<file path="config.mk">
export PLATFORM = sky130hd
export DESIGN_NAME = pellet_map_ctrl
export DESIGN_NICKNAME = d
export VERILOG_FILES = /design/src/rtl/pellet_map_ctrl.sv
export SDC_FILE = /design/constraint.sdc
export NUM_CORES = 2
export LEC_CHECK = 0
export BUFFER_PORTS_ARGS = -buffer_cell sky130_fd_sc_hd__buf_2
export CAP_MARGIN = 10
export CORE_ASPECT_RATIO = 0.6
export CORE_UTILIZATION = 38
export DETAILED_ROUTE_END_ITERATION = 12
export PLACE_DENSITY = 0.56
export SLEW_MARGIN = 20
export SYNTH_ARGS = -nofsm -noshare
export SYNTH_HDL_FRONTEND = slang
export SYNTH_SLANG_ARGS = --single-unit
</file>
<file path="constraint.sdc">
create_clock -name clk -period 18.7 [get_ports clk]
set_input_delay 3.74 -clock clk [delete_from_list [all_inputs] [get_ports clk]]
set_output_delay 3.74 -clock clk [all_outputs]
set_load 0.05 [all_outputs]
</file>
<file path="src/rtl/pellet_map_ctrl.sv">
// Pellet map controller: owns the 32x32 pellet bitmap, reloads it from the layout ROM,
// serves renderer reads and game-logic eat requests, and tracks the remaining pellet count.
module pellet_map_ctrl (
    input  logic       clk,
    input  logic       reset_n,
    input  logic       start_fill,
    output logic [9:0] layout_addr,
    input  logic       layout_data,
    input  logic       render_rd,
    input  logic [4:0] render_x,
    input  logic [4:0] render_y,
    output logic       pellet_bit,
    input  logic       eat_req,
    input  logic [4:0] eat_x,
    input  logic [4:0] eat_y,
    output logic       eat_ack,
    output logic       eat_hit,
    output logic       eat_power,
    output logic [9:0] pellets_left,
    output logic       level_clear,
    output logic       busy,
    output logic       fill_done
);

    localparam logic [1:0] ST_IDLE = 2'd0;
    localparam logic [1:0] ST_FILL = 2'd1;
    localparam logic [1:0] ST_RUN  = 2'd2;

    logic [1:0]  state_r;
    logic [10:0] fill_cnt_r;
    logic        map_r [0:1023];

    logic [9:0]  rd_addr_s;
    logic [9:0]  eat_addr_s;
    logic [9:0]  fill_wr_addr_s;
    logic        fill_wr_s;
    logic        eat_accept_s;
    logic        eat_old_s;

    function automatic logic is_power(input logic [4:0] x, input logic [4:0] y);
        return ((x == 5'd2) || (x == 5'd27)) && ((y == 5'd4) || (y == 5'd24));
    endfunction

    // ROM data lags its address by one cycle, so fill cycle k writes cell k-1
    assign rd_addr_s      = {render_y, render_x};
    assign eat_addr_s     = {eat_y, eat_x};
    assign fill_wr_addr_s = fill_cnt_r[9:0] - 10'd1;
    assign fill_wr_s      = (state_r == ST_FILL) && (fill_cnt_r != 11'd0);
    assign eat_accept_s   = (state_r == ST_RUN) && eat_req && !render_rd && !eat_ack && !start_fill;
    assign eat_old_s      = map_r[eat_addr_s];

    // State sequencing, fill address walk, arbitration and all registered outputs
    always_ff @(posedge clk or negedge reset_n) begin
        if (!reset_n) begin
            state_r      <= ST_IDLE;
            fill_cnt_r   <= 11'd0;
            layout_addr  <= 10'd0;
            pellet_bit   <= 1'b0;
            eat_ack      <= 1'b0;
            eat_hit      <= 1'b0;
            eat_power    <= 1'b0;
            pellets_left <= 10'd0;
            level_clear  <= 1'b0;
            busy         <= 1'b0;
            fill_done    <= 1'b0;
        end else begin
            fill_done   <= 1'b0;
            eat_ack     <= 1'b0;
            eat_hit     <= 1'b0;
            eat_power   <= 1'b0;
            level_clear <= 1'b0;
            if (render_rd) begin
                pellet_bit <= (state_r == ST_RUN) ? map_r[rd_addr_s] : 1'b0;
            end
            if (start_fill) begin
                state_r      <= ST_FILL;
                fill_cnt_r   <= 11'd0;
                layout_addr  <= 10'd0;
                pellets_left <= 10'd0;
                busy         <= 1'b1;
            end else begin
                case (state_r)
                    ST_IDLE: begin
                        state_r <= ST_IDLE;
                    end
                    ST_FILL: begin
                        if (fill_cnt_r == 11'd1024) begin
                            state_r   <= ST_RUN;
                            busy      <= 1'b0;
                            fill_done <= 1'b1;
                        end else begin
                            fill_cnt_r <= fill_cnt_r + 11'd1;
                            if (fill_cnt_r < 11'd1023) begin
                                layout_addr <= fill_cnt_r[9:0] + 10'd1;
                            end
                        end
                        // Saturate so a fully populated layout cannot wrap the count
                        if (fill_wr_s && layout_data && (pellets_left != 10'h3FF)) begin
                            pellets_left <= pellets_left + 10'd1;
                        end
                    end
                    ST_RUN: begin
                        if (eat_accept_s) begin
                            eat_ack   <= 1'b1;
                            eat_hit   <= eat_old_s;
                            eat_power <= eat_old_s & is_power(eat_x, eat_y);
                            if (eat_old_s && (pellets_left != 10'd0)) begin
                                pellets_left <= pellets_left - 10'd1;
                                level_clear  <= (pellets_left == 10'd1);
                            end
                        end
                    end
                    default: begin
                        state_r <= ST_IDLE;
                        busy    <= 1'b0;
                    end
                endcase
            end
        end
    end

    // Single-port map storage: fill writes and eat clears are mutually exclusive by state
    always_ff @(posedge clk) begin
        if (fill_wr_s) begin
            map_r[fill_wr_addr_s] <= layout_data;
        end else if (eat_accept_s) begin
            map_r[eat_addr_s] <= 1'b0;
        end
    end

endmodule

</file>
## Yosys cells after proc, flatten, opt, wreduce, memory -nomap -nowiden

Memory sizes are Yosys's and may differ from the RTL's.
Cells that the tools add are included.

| storage, ports and cells | value |
|---|---|
| register bits after elaboration | 40 |
| bits in writable memories | 1024 |
| memories | 1 |

Memories:

| name | words | bits a word | rd ports | clocked after memory_dff | wr ports | line | text |
|---|---|---|---|---|---|---|---|
| map_r | 1024 | 1 | 2 | 0 | 1 | 31 | `logic map_r [0:1023];` |

| operators by class | value |
|---|---|
| add/subtract/negate cells | 5 |
| order comparisons | 1 |
| equal/unequal tests | 16 |
| mux-type cells | 42 |
| bitwise operators | 1 |
| reduce and logical (&&, ||, !) cells | 27 |

Operator list:

| cell | number |
|---|---|
| two-way mux 10 bit | 9 |
| two-way mux 11 bit | 3 |
| two-way mux 1 bit | 25 |
| adder 10 x 1 -> 10 bit (second input constant) | 2 |
| case mux 10 bit (2 select lines) | 1 |
| subtractor 10 x 1 -> 10 bit (second input constant) | 2 |
| adder 11 x 1 -> 11 bit (second input constant) | 1 |
| equality test 11 bit (second input constant) | 1 |
| < comparator 11 x 10 -> 1 bit (second input constant) | 1 |
| nonzero test 11 bit | 1 |
| equality test 10 x 1 -> 1 bit (second input constant) | 1 |
| equality test 5 bit (second input constant) | 2 |
| != test 10 bit (second input constant) | 1 |
| nonzero test 10 bit | 1 |
| logical AND 1 bit | 9 |
| != test 3 x 2 -> 1 bit (second input constant) | 3 |
| AND reduction 2 bit | 3 |
| equality test 5 x 2 -> 1 bit (second input constant) | 1 |
| equality test 5 x 3 -> 1 bit (second input constant) | 1 |
| two-way mux 2 bit | 2 |
| != test 2 bit (second input constant) | 2 |
| case mux 2 bit (2 select lines) | 1 |
| AND reduction 4 bit | 1 |
| nonzero test 2 bit | 2 |
| other kinds (13) | 16 |

## Logic depth before layout (Yosys ltp)

| logic depth | value |
|---|---|
| word-level depth | 10 |
| depth in mapped cells | 14 |

## Worst setup path after synthesis

OpenSTA, ideal clock, no wires.

| path | value |
|---|---|
| kind | input port to flip-flop |
| start point | in start_fill |
| end point | mem map_r[0] (data pin) |
| setup time | 2.866 ns |
| arrival | 17.306 ns |
| setup slack | -1.472 ns |
| stages on the path | 5 |
| cells stage by stage | inv_1 nand4_1 clkbuf_1 clkbuf_1 and2_1 |

| between the ends | value |
|---|---|
| cells in the longest elaborated chain, start to end | 7 |

RTL lines:

| element | line | text |
|---|---|---|
| from (decl) | 6 | `input logic start_fill,` |
| logical NOT 1 bit | 49 | `assign eat_accept_s = (state_r == ST_RUN) && eat_req && !render_rd && !eat_ack && !start_fill;` |
| logical AND 1 bit | 49 |  |
| two-way mux 1 bit | 126 | `end else if (eat_accept_s) begin` |
| two-way mux 1 bit | 124 | `if (fill_wr_s) begin` |
| two-way mux 1 bit (implied by the code) | 127 | `map_r[eat_addr_s] <= 1'b0;` |
| OR reduction 1 bit (no line) | n/a |  |
| two-way mux 1 bit (no line) | n/a |  |
| to (decl) | 31 |  |

Every way passes these cells.

## Final worst setup path

| path | value |
|---|---|
| start point | in eat_x[0] |
| end point | reg pellets_left[3] |

| between the ends | value |
|---|---|
| cells in the longest elaborated chain, start to end | 4 |

RTL lines:

| element | line | text |
|---|---|---|
| from (decl) | 14 | `input logic [4:0] eat_x,` |
| memory read (1024 x 1 bit) | n/a |  |
| logical AND 1 bit | 107 | `if (eat_old_s && (pellets_left != 10'd0)) begin` |
| != test 3 x 2 -> 1 bit (no line) | n/a |  |
| AND reduction 4 bit (no line) | n/a |  |
| to (signal assigned) | 99 | `pellets_left <= pellets_left + 10'd1;` |
| to (signal assigned) | 108 | `pellets_left <= pellets_left - 10'd1;` |
| to (decl) | 19 | `output logic [9:0] pellets_left,` |

Every way passes these cells.
A chain may end at the register's enable or synchronous reset.

==> impl_summary.txt <==
----------------------------------------------------
[Status]
  Outcome ... finished clean

[Timing]
  Fin Setup TNS ... 0 ns
  Shortest period the worst path allows ... 9.14 ns
  Total count of hold-check failures in the final report ... 0
  Unrepaired setup endpoints after global routing ... no
  Slew at the pin with the worst max-slew slack ... 1.30 ns
  Max Fclk ... 0.109 GHz
  Share of the cycle needed by the critical path after routing ... 48.9%
  Clock Skews ... about 0.038 ns
  # setup viols final ... 0
  Slew headroom ... 13.6%
  Number of pins exceeding their max-slew limit in the final report ... 0

[Floorplan]
  Core region area ... approximately 140,000 um2
  Die height ... 297 um
  Horizontal die dimension ... 494 um
  Starting density of the core ... 38.6%
  Count of boundary I/O pins ... between 50 and 60
  Die ar. ... between 100,000 and 150,000 um2
  Rows ... 107

[Finish]
  Area overhead of the layout relative to synthesis ... 9.49%
  Fill cell total of the finished layout ... 13,100
  Sequential cell area ... approximately 32,000 um2
  Final core occ ... 42.2%
  Share of post-route cells with drive strength above 1 ... 23.8%
  Layout net count ... approximately 3,800
  Area used by multi-input combinational logic ... 21,800 um2

[Clock network]
  Post-CTS setup buffer count ... 0
  Number of buffers inserted during clock tree synthesis ... 99
  Total of cells resized after clock tree synthesis ... 0
  CTS clock-pin slew for the worst setup and hold paths ... 0.07 ns
  Post-CTS Hold Fix Bufs ... 0
  Deepest clock path buffer count ... 3
  TritonCTS clock tree ... built
  Total number of H-tree levels ... 3
  Clock sink count ... 1,064
  Root buffer cell ... clkbuf_16
  Latest clock arrival within the worst-skew pair ... approximately 0.74 ns

[Routing]
  Post-route DRC ... 0
  Drt first pass iters ... 5
  Count of antenna-violating nets left after detailed routing ... 0
  Routed wire length ... 193 mm
  Vias per inst ... approximately 6.4
  Iter 0 DRT Violations ... ~6,200
  Vias after detailed routing ... 37,000
  Routed wire per std cell ... 33.7 um

[GRT]
  Number of antenna violations at the first check in global routing ... 5
  Remaining global-route overflow ... 0
  Vias in the first global route ... 34,700
  Pin count of the biggest net entering global routing ... 280
  Combined global-route utilization of all metal layers ... 26.2%
  First-pass GRT wire length ... about 270 mm

[Setup path]
  Category of the worst setup path launch point ... input port
  Start-to-end type of the worst setup path ... in2reg
  Largest fanout on the critical path ... 85
  Reg-to-reg setup timing slack ... between 10 and 15 ns
  Critical Path RT ... 19.32 ns
  Kind of end point of the critical path ... flop
  Data arrival time at the worst-slack endpoint ... 9.76 ns

[Yosys]
  Synth async-reset ratio ... 3.76%
  Fraction of synthesized cell area taken by the top area cell type ... 55.8%
  Dominant cell type by area after synthesis ... edfxtp_1
  Post-synthesis instance area ... 55,100 um2
  Fraction of the yosys area taken by sequential cells ... 57.6%
  Average instance area after synthesis ... 14.2 um2
  Netlist cell types ... 66
  Cell count after synthesis ... 3,890
  Yosys warning total ... 0
  Main synth FF type ... edfxtp_1
  Net count after synthesis ... just under 4,000
  Flop and latch count out of synthesis ... approximately 1,100
  Largest cells by area after synthesis ... edfxtp_1, mux4_2, nor2_1
  Number of synthesized flops with an enable pin ... between 1,000 and 1,500

[Flow run]
  Maximum Capacitance Violations ... 0

[Power and ir drop]
  Pwr Density ... a little under 90 nW/um2
  IR Drop Worst-Case VDD ... between 0.07 and 0.08 mV
  Static Leak ... roughly 18 nW
  Overall power consumption ... between 5 and 6 mW

[Place]
  Weighted congestion at the end of routability-driven global placement ... around 0.85
  Number of buffers added on ports ... 52
  Estimated wirelength of the detail-placed design ... 109 mm

[Min path]
  Hold crit path type ... reg2reg

----------------------------------------------------
final timing paths:
| kind | from | depth (start not counted) | end |
|---|---|---|---|
| worst max-delay path | eat_x[0] | 13 | pellets_left[3] |
| worst min-delay path | busy | 2 | busy |
| worst max register to register | state_r[1] | 9 | map_r[547] |
| worst min register to register | busy | 2 | busy |
| max in group asynchronous | reset_n | 2 | layout_addr[8] |
| min in group asynchronous | reset_n | 1 | pellets_left[5] |
per-layer routing:
layer,share of wire [%],GRT usage (%),vias to the layer above
li1,-,-,14600
met1,43,40.5,19700
met2,42,36.0,2417
met3,13,7.48,256
met4,2.2,5.84,0
met5,0,0,-
synth_stat cells (5+ instances only):
cell      instances
a211oi_1         17
a21o_1            8
a21oi_1          43
a22o_1           10
a22oi_1          54
a31oi_1          20
and2_1            6
and3_1            7
buf_1            19
buf_2            61
buf_4            25
buf_6            13
clkbuf_1        271
dfrtp_1          40
edfxtp_1       1024
ha_1              6
inv_1            13
mux2_1            8
mux2_2            8
mux2i_1         165
mux4_2          533
nand2_1         151
nand2b_1         13
nand3_1          56
nand4_1           9
nor2_1         1107
nor2b_1          17
nor3_1           32
nor3b_1           7
nor4_1            6
o211ai_1          5
o21ai_0          28
o221ai_1          6
o22ai_1          17
o31ai_1           5
or3_1             5
xnor2_1          10
xor2_1           12
per-stage QoR:
stage          setup slack (ns)  instance area, um2  hold WS [ns]  std cells
6_report                   9.56               60300         0.509       5744
5_1_grt                    9.29               60300         0.570       5742
4_1_cts                    9.57               60200         0.523       5739
3_5_place_dp               8.77               57000         0.507       5556
3_3_place_gp               8.46               57000         0.502       5556
2_1_floorplan              5.88               55100         0.549       3890
area by class of cell:
cell class	count	area share, %
Antenna cell	2	0.00829
Clock buffer	133	4.49
Clock inverter	50	0.794
Inverter	16	0.0995
Multi-Input combinational cell	2421	36.1
Sequential cell	1064	52.6
Tap cell	1907	3.95
Timing Repair Buffer	151	1.93
registers in the layout, indices dropped and copies added, names as in the netlist:
name,flops
fill_cnt_r,11
eat_ack,1
pellet_bit,1
state_r,2
fill_done,1
level_clear,1
eat_hit,1
pellets_left,10
busy,1
eat_power,1
layout_addr,10
map_r,1024
cells in the final DEF (no fill, tap or decap), drive strengths merged, types with 16 or more instances in the layout:
cell type / synthesis / layout
nor2b: 17 / 17
dfrtp: 40 / 40
clkbuf: 271 / 133
o21ai: 29 / 29
nor2: 1107 / 1107
mux4: 533 / 533
a21oi: 43 / 43
nand2: 151 / 151
mux2: 16 / 16
mux2i: 165 / 165
nand3: 56 / 56
a22oi: 55 / 55
a31oi: 20 / 20
a211oi: 18 / 18
edfxtp: 1024 / 1024
inv: 16 / 20
nor3: 32 / 32
clkinv: 0 / 36
o22ai: 17 / 17
buf: 118 / 151
where the power goes:
| part | internal [mW] | total [mW] | switching, mW |
|---|---|---|---|
| registers | 2.61 | 2.62 | 0.00396 |
| clock network | 1.13 | 2.09 | 0.956 |
| logic | 0.184 | 0.592 | 0.408 |
| total | 3.93 | 5.30 | 1.37 |
cell families after synthesis:
kind of cell	Yosys count	share of synthesized area [%]
adder cells (fa/ha/maj)	6	0.136
XOR/XNOR	22	0.350
buffers and inverters	405	3.24
AO/OA/AOI/OAI	252	3.22
AND/OR/NAND/NOR	1427	10.3
flip-flops	1064	57.6
multiplexers	714	25.1
critical path, cell delays in order:
cell,delay (ns)
buf_8,0.46
buf_4,0.76
buf_12,0.54
buf_4,0.73
mux4_2,0.60
a22oi_1,0.21
a21oi_1,0.10
a2111oi_0,0.70
a311o_1,0.29
a211oi_2,0.14
a311oi_4,0.69
a21oi_1,0.20
mux2_1,0.34
Note: power is estimated with default switching activity, not from simulation.
